$ cat src/rtl/router_fifo_if.sv
// router_fifo_if: write/read handshake and status bundle between the synchroniser, router_fifo and the destination client
interface router_fifo_if #(parameter int WIDTH = 8);
  logic             soft_reset;
  logic             write_enb;
  logic             read_enb;
  logic             lfd_state;
  logic [WIDTH-1:0] data_in;
  logic [WIDTH-1:0] data_out;
  logic             full;
  logic             empty;
  modport master (output soft_reset, write_enb, read_enb, lfd_state, data_in, input data_out, full, empty);
  modport slave  (input soft_reset, write_enb, read_enb, lfd_state, data_in, output data_out, full, empty);
endinterface

$ cat src/rtl/router_fifo.sv
// router_fifo: per-port packet buffer with header tagging and readout byte counter; ROUTER_FIFO_TRISTATE_EN makes idle data_out high-Z
module router_fifo #(
  parameter int DEPTH  = 16,
  parameter int ADDR_W = 4,
  parameter int WIDTH  = 8
) (
  input logic          clock,
  input logic          reset,
  router_fifo_if.slave bus
);
  logic [WIDTH:0]   r_mem [DEPTH];
  logic [ADDR_W:0]  r_wr_ptr;
  logic [ADDR_W:0]  r_rd_ptr;
  logic [6:0]       r_count;
  logic [WIDTH-1:0] r_data;
  logic             w_full;
  logic             w_empty;
  logic             w_wr;
  logic             w_rd;
  logic             w_idle;
  logic [WIDTH:0]   w_entry;
  assign w_empty = r_wr_ptr == r_rd_ptr;
  assign w_full  = (r_wr_ptr[ADDR_W] != r_rd_ptr[ADDR_W]) && (r_wr_ptr[ADDR_W-1:0] == r_rd_ptr[ADDR_W-1:0]);
  assign w_wr    = bus.write_enb && !w_full && !bus.soft_reset;
  assign w_rd    = bus.read_enb && !w_empty && !bus.soft_reset;
  assign w_idle  = bus.soft_reset || (r_count == 7'd0 && w_empty);
  assign w_entry = r_mem[r_rd_ptr[ADDR_W-1:0]];
  assign bus.full  = w_full;
  assign bus.empty = w_empty;
  // Storage: each entry keeps the byte plus its header tag; hard reset clears tags too
  always_ff @(posedge clock or posedge reset)
    if (reset)
      for (int i = 0; i < DEPTH; i++) r_mem[i] <= '0;
    else if (w_wr)
      r_mem[r_wr_ptr[ADDR_W-1:0]] <= {bus.lfd_state, bus.data_in};
  // Pointers carry a wrap bit so full and empty are distinguishable
  always_ff @(posedge clock or posedge reset)
    if (reset) begin
      r_wr_ptr <= '0;
      r_rd_ptr <= '0;
    end else if (bus.soft_reset) begin
      r_wr_ptr <= '0;
      r_rd_ptr <= '0;
    end else begin
      if (w_wr) r_wr_ptr <= r_wr_ptr + 1'b1;
      if (w_rd) r_rd_ptr <= r_rd_ptr + 1'b1;
    end
  // Remaining-bytes counter: header loads length plus parity, others count down and saturate at zero
  always_ff @(posedge clock or posedge reset)
    if (reset)
      r_count <= '0;
    else if (bus.soft_reset)
      r_count <= '0;
    else if (w_rd)
      r_count <= w_entry[WIDTH] ? 7'(w_entry[WIDTH-1:2]) + 7'd1 : (r_count != 7'd0 ? r_count - 7'd1 : 7'd0);
  // Registered read data, forced to idle between packets and on flush
  always_ff @(posedge clock or posedge reset)
    if (reset)
      r_data <= '0;
    else if (w_idle)
      r_data <= '0;
    else if (w_rd)
      r_data <= w_entry[WIDTH-1:0];
`ifdef ROUTER_FIFO_TRISTATE_EN
  logic r_idle;
  // Tracks whether data_out should release the shared bus
  always_ff @(posedge clock or posedge reset)
    if (reset)
      r_idle <= 1'b1;
    else if (w_idle)
      r_idle <= 1'b1;
    else if (w_rd)
      r_idle <= 1'b0;
  assign bus.data_out = r_idle ? {WIDTH{1'bz}} : r_data;
`else
  assign bus.data_out = r_data;
`endif
endmodule

$ cat src/flat_wrapper.sv
// flat-port wrapper written by rule: the top's interface ports become plain ports
module router_fifo_flat 
#(
  parameter int DEPTH  = 16,
  parameter int ADDR_W = 4,
  parameter int WIDTH  = 8
)
  (clock, reset, bus_soft_reset, bus_write_enb, bus_read_enb, bus_lfd_state, bus_data_in, bus_data_out, bus_full, bus_empty);
  router_fifo_if #(.WIDTH(WIDTH)) bus_i ();
  input logic clock;
  input logic reset;
  input wire logic [$bits(bus_i.soft_reset)-1:0] bus_soft_reset;
  input wire logic [$bits(bus_i.write_enb)-1:0] bus_write_enb;
  input wire logic [$bits(bus_i.read_enb)-1:0] bus_read_enb;
  input wire logic [$bits(bus_i.lfd_state)-1:0] bus_lfd_state;
  input wire logic [$bits(bus_i.data_in)-1:0] bus_data_in;
  output wire logic [$bits(bus_i.data_out)-1:0] bus_data_out;
  output wire logic [$bits(bus_i.full)-1:0] bus_full;
  output wire logic [$bits(bus_i.empty)-1:0] bus_empty;
  assign bus_i.soft_reset = bus_soft_reset;
  assign bus_i.write_enb = bus_write_enb;
  assign bus_i.read_enb = bus_read_enb;
  assign bus_i.lfd_state = bus_lfd_state;
  assign bus_i.data_in = bus_data_in;
  assign bus_data_out = bus_i.data_out;
  assign bus_full = bus_i.full;
  assign bus_empty = bus_i.empty;
  router_fifo #(.DEPTH(DEPTH), .ADDR_W(ADDR_W), .WIDTH(WIDTH)) u_core (.clock(clock), .reset(reset), .bus(bus_i));
endmodule
$ cat config.mk
export PLATFORM = sky130hd
export DESIGN_NAME = router_fifo_flat
export DESIGN_NICKNAME = d
export VERILOG_FILES = /design/src/rtl/router_fifo_if.sv /design/src/rtl/router_fifo.sv /design/src/flat_wrapper.sv
export SDC_FILE = /design/constraint.sdc
export NUM_CORES = 1
export LEC_CHECK = 0
export CORE_UTILIZATION = 25
export DETAILED_ROUTE_END_ITERATION = 7
export HOLD_SLACK_MARGIN = 0.03
export PLACE_DENSITY_LB_ADDON = 0.08
export SLEW_MARGIN = 20
export SYNTH_ARGS = -nofsm -noshare
export SYNTH_HDL_FRONTEND = slang
export SYNTH_SLANG_ARGS = --single-unit
$ cat constraint.sdc
create_clock -name clock -period 7 [get_ports clock]
set_input_delay 1.05 -clock clock [delete_from_list [all_inputs] [get_ports clock]]
set_output_delay 1.05 -clock clock [all_outputs]
set_load 0.005 [all_outputs]
# Word-level counts from Yosys, hierarchy flattened
# Index checks and enable logic that the tools add are counted.
word_totals:
  wordCells: 64
  ff_bits: 169
op_classes:
  mux: 16
  n_reduce_logical: 16
  n_lt_le_gt_ge: 3
  n_bitwise: 2
  eq_ne: 3
  n_addsub: 4
op_table:
  columns: ["operator", "n"]
  rows:
  - ["144-bit bitwise mux", 1]
  - ["9-bit binary-select mux with 4-bit select", 1]
  - ["9-bit demux with 4-bit select", 1]
  - ["7-bit two-way mux", 4]
  - ["9-bit two-way mux", 3]
  - ["5-bit two-way mux", 4]
  - ["8-bit two-way mux", 2]
  - ["5-bit by 1-bit adder with 5-bit output, second input constant", 2]
  - ["5-bit greater-or-equal comparator, second input constant", 2]
  - ["4-bit inverter with 5-bit output", 2]
  - ["6-bit by 1-bit adder with 7-bit output, second input constant", 1]
  - ["1-bit logical AND", 7]
  - ["7-bit logical NOT", 1]
  - ["7-bit nonzero test", 1]
  - ["7-bit by 1-bit subtractor with 7-bit output, second input constant", 1]
  - ["2-bit nonzero test", 3]
  - ["5-bit == test", 1]
  - ["5-bit by 1-bit < comparator with 1-bit output, second input constant", 1]
  - ["4-bit == test", 1]
  - ["1-bit logical NOT", 3]
  - ["1-bit logical OR", 1]
  - ["1-bit inequality test", 1]

# Logic depth before layout (Yosys ltp)
# Gate-level depths: netlist of run 1.
logic_depth:
  ltp_word: 8
  ltp_mapped: 11

# Least setup slack after synthesis of run 1
# Ideal clock, no wire load.
synth_path:
  path_type: "reg2reg"
  startpoint: "register u_core.r_rd_ptr[0]"
  endpoint: "register u_core.r_count[2]"
  t_arrival_ns: 2.286
  path_slack_ns: 4.577
  stages_incl_launch_ff: 12
  n_path_buf: 3
  setup_time_ns: 0.136
  path_cell_list: "dfrtp_1 buf_6 buf_6 buf_6 mux4_2 a22oi_1 nand3_1 ha_1 xnor2_1 nor3_1 a31oi_1 a21oi_1"
synth_between:
  elab_chain_cells: 8
  elab_cells_between_ends: 13
  classes_between: "add/sub (1); eq/ne (1); mux (6); bitwise (1); reduce/logical (4)"
synth_lines:
  columns: ["element", "line", "text"]
  rows:
  - ["start: declaration", "router_fifo.sv:13", "logic [ADDR_W:0] r_rd_ptr;"]
  - ["start signal: assignment", "router_fifo.sv:46", "if (w_rd) r_rd_ptr <= r_rd_ptr + 1'b1;"]
  - ["4-bit inverter with 5-bit output (not written as such)", "router_fifo.sv:27", "assign w_entry = r_mem[r_rd_ptr[ADDR_W-1:0]];"]
  - ["9-bit binary-select mux with 4-bit select", "router_fifo.sv:27", null]
  - ["9-bit two-way mux (not written as such) (2 in a row)", "router_fifo.sv:27", null]
  - ["6-bit by 1-bit adder with 7-bit output", "router_fifo.sv:55", "r_count <= w_entry[WIDTH] ? 7'(w_entry[WIDTH-1:2]) + 7'd1 : (r_count != 7'd0 ? r_count - 7'd1 : 7'd0);"]
  - ["7-bit two-way mux", "router_fifo.sv:55", null]
  - ["7-bit two-way mux", "router_fifo.sv:54", "else if (w_rd)"]
  - ["7-bit two-way mux", "router_fifo.sv:52", "else if (bus.soft_reset)"]
  - ["end signal: assignment", "router_fifo.sv:55", null]
  - ["end: declaration", "router_fifo.sv:14", "logic [6:0] r_count;"]
# Several ways; a longest one is shown, not always the timed one. The select of a mux whose other input is x is not followed.
# A chain may end at the register's enable or synchronous reset.

# Final worst setup path of run 1
layout_path:
  startpoint: "register u_core.r_rd_ptr[0]"
  endpoint: "output port bus_empty"
layout_between:
  elab_chain_cells: 1
layout_lines:
  columns: ["element", "line", "text"]
  rows:
  - ["5-bit == test", "router_fifo.sv:22", "assign w_empty = r_wr_ptr == r_rd_ptr;"]
  - ["end: declaration", "flat_wrapper.sv:19", "output wire logic [$bits(bus_i.empty)-1:0] bus_empty;"]
# Every way passes these cells.

==> flow_summary.yaml, run 1 <==
status:
  outcome: "completed"
timing:
  tns_ns: 0
  finalMaxSlewViolations: 0
  fin_crit_ns: 3.54
  setup_viol: 0
  worstMarginPinSlew_ns: 0.890
  min_period_over_period: 0.505
  fmax_mhz: 283
  timing.final.ws_setup_ns: 3.46
  finalClockSkew_ns: 0.0160
  rsz0062_at_grt: "no"
  slew_headroom: 0.405
  hold_viol: 0
clocking:
  cts-hold-fix-buffers: 0
  cts_tree: "built"
  cts_buffers: 17
  htree_levels: 4
  cts-root-buf: "clkbuf_16"
  clk_path_buf_depth: 2
  path_clk_slew_ns: 0.07
  clk_latency_ns: 0.43
  clkSinkCount: 169
  cts_resized: 0
  postCtsSetupBuffers: 0
synthesis:
  synth.avg_cell_area_um2: 14.5
  synth_top_family_by_area: "multiplexers"
  synth_ff_type: "dfrtp_1"
  synth-seq-area-share: 0.514
  synth_cells: 567
  synthArstFlopShare: 1.00
  syn-cell-area_mm2: 0.00822
  synthAdderAreaFrac: 0.0122
  synth-edff-count: 0
  synthXorXnorAreaFrac: 0.0181
  synth.area.top_cells: "dfrtp_1 (51%), mux2_2 (20%), mux4_2 (11%)"
  synth-simple-area-share: 0.0627
  synth_top_area_share: 0.514
  syn-num-nets: 589
  ys_types: 46
  yosys_warnings: 0
  muxShareOfSynthArea: 0.333
  synth_top_area_cell: "dfrtp_1"
  synth-seq-cells: 169
  synth_compound_area_frac: 0.0364
die:
  initial_core_util: 0.253
  core_mm2: 0.0325
  dieWidth_um: 183
  die_h_um: 183
  rows: 66
  die_area_mm2: 0.0336
  io_pins: 24
worst_hold_path:
  min_from: "u_core.r_mem[73]$_DFFE_PP0P_"
  hold_path.class: "register to register"
  min_path_cells: 1
critical_path:
  crit_type: "register to output port"
  max_stage_delay_ns: 0.88
  arrival_ns: 2.49
  crit_path_cell_trace: "xnor2_1, nand4_1, nor2_1, clkdlybuf4s50_1"
  cp_max_fo: 21
  cp-start-kind: "register"
  startpoint: "u_core.r_rd_ptr[0]$_DFFE_PP0P_"
  critPathSlowestCell: "dfrtp_2"
  cp-end-kind: "output port"
  r2r_cells: 6
  reg2reg_from: "u_core.r_rd_ptr[0]$_DFFE_PP0P_"
  worstPathRequired_ns: 5.95
routing:
  drc: 0
  dr.pass1.iters: 4
  ant_nets: 0
  route.vias.total: 4861
  avgRoutedWirePerCell_um: 22.0
  wl_um: 22900
  drt_iter0_drc: 243
  via_per_inst: 4.67
global_route:
  grt_max_degree: 65
  antenna_found_initial: 0
  grt-ovfl-total: 0
  grt_pass1_wl_um: 35700
  grt.total_usage: 0.147
  grt_pass1_vias: 5299
finish:
  syn_to_final_growth_pct: 15.3
  layout_commonest_cell: "dfrtp_1"
  fillers: 3283
  multi_input_area_mm2: 0.00380
  utilization: 0.292
  fin_nets: 608
  drive_above_1_share: 0.411
  layout_common_cells: "dfrtp_1 (167), mux2_2 (146), mux4_2 (40)"
  fin_area_mm2: 0.00948
  seq_area_mm2: 0.00423
  antenna_cells: 0
power_and_ir_drop:
  p_total_uw: 2650
  ir_drop_mv: 0.160
  powerDensity_mw_per_mm2: 279
  leakage_uw: 0.00402
placement:
  place_congestion: 0.724
  post_dp_cell_area_mm2: 0.00891
  hpwl_um: 15200
  port_buffers: 23
  place_ws_ns: 3.44
flow_run:
  drv_cap: 0
stage by stage:
step | hold slack, ns | cells
after detailed placement | 0.490 | 1009
after CTS | 0.507 | 1041
after global routing | 0.518 | 1041
after global placement | 0.482 | 1009
final | 0.502 | 1041
after floorplan | 0.472 | 567
path summary, 6_finish.rpt:
kind	endpoint	slack (ns)
worst max-delay path	bus_empty	3.46
worst min-delay path	u_core.r_mem[73]$_DFFE_PP0P_	0.50
worst max register to register	u_core.r_count[6]$_DFFE_PP0P_	3.50
worst min register to register	u_core.r_mem[73]$_DFFE_PP0P_	0.50
max in group asynchronous	u_core.r_mem[78]$_DFFE_PP0P_	4.64
min in group asynchronous	u_core.r_mem[64]$_DFFE_PP0P_	1.08
synth_stat cells, types with 2 or more instances:
library cell and n:
a22oi_1 3, a32o_1 5, buf_2 5, o21ai_0 10
o22ai_1 4, mux4_1 4, a31oi_1 2, buf_1 3
clkbuf_1 17, mux2i_1 9, nor2_2 12, or3_1 2
nand4_1 5, a211oi_1 2, buf_6 5, nand3_1 8
or4_1 3, xnor2_1 8, nor2_1 19, xor2_1 9
ha_1 8, nand3b_1 2, inv_1 7, mux4_2 40
dfrtp_1 169, a21oi_1 10, nand2b_1 4, nor3_4 4
nor2b_1 3, nand2_1 19, mux2_2 146, nor3_1 6
routing by layer:
metal / vias up / share of wire / GRT usage
met5: - / 0 / 0
met4: 0 / 0.011 / 0.0407
met3: 8 / 0.016 / 0.0272
met2: 58 / 0.48 / 0.234
met1: 2648 / 0.49 / 0.204
li1: 2147 / - / -
final cells by class:
| cell class | instances | share of cell area |
|---|---|---|
| clock buffers | 20 | 0.0482 |
| clock inverters | 12 | 0.0123 |
| inverters | 7 | 0.00330 |
| multi-input cells | 360 | 0.401 |
| flip-flops and latches | 169 | 0.446 |
| well taps | 442 | 0.0583 |
| repair buffers | 31 | 0.0306 |
sequential cells by signal, summed over array words and instances, names as in the netlist:
signal               flops
u_core.r_mem           144
u_core.bus.data_out      8
u_core.r_count           7
u_core.r_rd_ptr          5
u_core.r_wr_ptr          5
critical path, delay by kind of cell (launching register included):
| kind | cells | cell delay [ns] |
|---|---|---|
| flip-flops | 1 | 0.88 |
| buffers and inverters | 1 | 0.56 |
| AND/OR/NAND/NOR | 2 | 0.40 |
| XOR/XNOR | 1 | 0.21 |
cells by family after synthesis:
family	Yosys count
compound gates	44
xor+xnor	17
fa+ha+maj	8
buf+inv	38
flops	169
mux	199
simple gates	92
power by group:
part	switching (uW)	total, uW	internal (uW)
logic	297	570	273
registers	79.2	1140	1070
clock network	419	933	514
total	796	2650	1850
No activity file was read; power rests on OpenSTA's default activity.
==> inputs of run 2 (changes only) <==
- clock period: 7 -> 3.1 ns (I/O delays scaled with it)
==> flow_summary.yaml, run 2 (same netlist as run 1, synthesis figures left out) <==
die:
  core_mm2: 0.0325
  initial_core_util: 0.253
  die_area_mm2: 0.0336
  dieWidth_um: 183
  rows: 66
  die_h_um: 183
  io_pins: 24
clocking:
  htree_levels: 4
  cts_resized: 0
  clk_latency_ns: 0.43
  cts-root-buf: "clkbuf_16"
  postCtsSetupBuffers: 0
  cts_tree: "built"
  clk_path_buf_depth: 2
  path_clk_slew_ns: 0.07
  cts_buffers: 17
  cts-hold-fix-buffers: 0
  clkSinkCount: 169
worst_hold_path:
  hold_path.class: "register to register"
critical_path:
  worstPathRequired_ns: 2.63
  cp-end-kind: "output port"
  arrival_ns: 2.32
  cp-start-kind: "register"
  crit_type: "register to output port"
  cp_max_fo: 16
routing:
  wl_um: 22800
  route.met3.wl_um: 427
  highest_layer: "met4"
  via_per_inst: 4.62
  route.vias.total: 4906
  drc: 0
  drt_iter0_drc: 230
  avgRoutedWirePerCell_um: 21.5
  dr.pass1.iters: 6
  wl_met1_um: 10800
  wl_met2_um: 11300
  ant_nets: 0
timing:
  worstMarginPinSlew_ns: 0.660
  fin_crit_ns: 2.78
  min_period_over_period: 0.898
  finalMaxSlewViolations: 0
  holdWs_ns: 0.501
  rsz0062_at_grt: "no"
  fmax_mhz: 359
  tns_ns: 0
  timing.final.ws_setup_ns: 0.317
  slew_headroom: 0.558
  hold_viol: 0
  finalClockSkew_ns: 0.00889
  setup_viol: 0
finish:
  drive_above_1_share: 0.432
  layout_common_cells: "dfrtp_1 (167), mux2_2 (146), mux4_2 (40)"
  largest_register_ff_count: 144
  top_register: "u_core.r_mem"
  fin_nets: 629
  syn_to_final_growth_pct: 19.3
  antenna_cells: 0
  layout_commonest_cell: "dfrtp_1"
global_route:
  grt_pass1_wl_um: 35500
  antenna_found_initial: 0
  grt_pass1_vias: 5308
  grt_max_degree: 87
  grt-ovfl-total: 0
  grt.total_usage: 0.146
placement:
  place_congestion: 0.710
  hpwl_um: 14700
  port_buffers: 23
  place_ws_ns: 0.289
flow_run:
  drv_cap: 0
status:
  outcome: "completed"
power_and_ir_drop:
  ir_drop_mv: 0.365
  powerDensity_mw_per_mm2: 635
  leakage_uw: 0.00420
## run 2: changes by cell type in the layout (fill, tap and decap cells not counted), moves of 2 or more
cell and change:
buf_4 +13, buf_12 +8, bufinv_16 +3, clkinv_4 +2
## run 2: layout make-up
type,count,area (um^2)
Timing Repair Buffer,52,548
Clock inverter,13,193
Multi-Input combinational cell,360,3800
Inverter,7,30.0
Sequential cell,169,4230
Tap cell,442,553
Fill cell,3210,22600
Clock buffer,19,453
## run 2: worst max-delay path: stages, from the launching register on
cell,delay [ns]
dfrtp_2,0.75
xnor2_1,0.20
nand4_1,0.17
nor2_1,0.22
clkdlybuf4s50_1,0.54
## run 2: final timing paths
kind,startpoint,to,slack [ns],cells after the start
min in group asynchronous,reset,u_core.r_mem[0]$_DFFE_PP0P_,0.54,3
min reg2reg,u_core.r_mem[12]$_DFFE_PP0P_,u_core.r_mem[12]$_DFFE_PP0P_,0.50,1
max,u_core.r_rd_ptr[0]$_DFFE_PP0P_,bus_empty,0.32,4
min,u_core.r_mem[12]$_DFFE_PP0P_,u_core.r_mem[12]$_DFFE_PP0P_,0.50,1
max in group asynchronous,reset,u_core.r_rd_ptr[1]$_DFFE_PP0P_,2.09,3
max reg2reg,u_core.r_rd_ptr[0]$_DFFE_PP0P_,u_core.r_count[6]$_DFFE_PP0P_,0.33,5
## run 2: metal layers
metal,vias up,track usage
met1,2644,0.197
met2,63,0.243
li1,2188,-
met4,0,0.0393
met3,11,0.0220
met5,-,0
## run 2: where the power goes
group	switching [uW]	internal [uW]	total, uW
Clock	931	1400	2330
Combinational	670	659	1330
Sequential	158	2410	2560
## run 2: per-stage QoR
| step | std cells | util | power (uW) | area [um^2] |
|---|---|---|---|---|
| global placement | 1030 | 0.282 | 3940 | 9170 |
| detailed placement | 1030 | 0.282 | 3960 | 9170 |
| finish | 1062 | 0.302 | 6230 | 9810 |
| floorplan | 567 | - | 3520 | 8230 |
| CTS | 1062 | 0.302 | 6330 | 9810 |
| global route | 1062 | 0.302 | 6570 | 9810 |
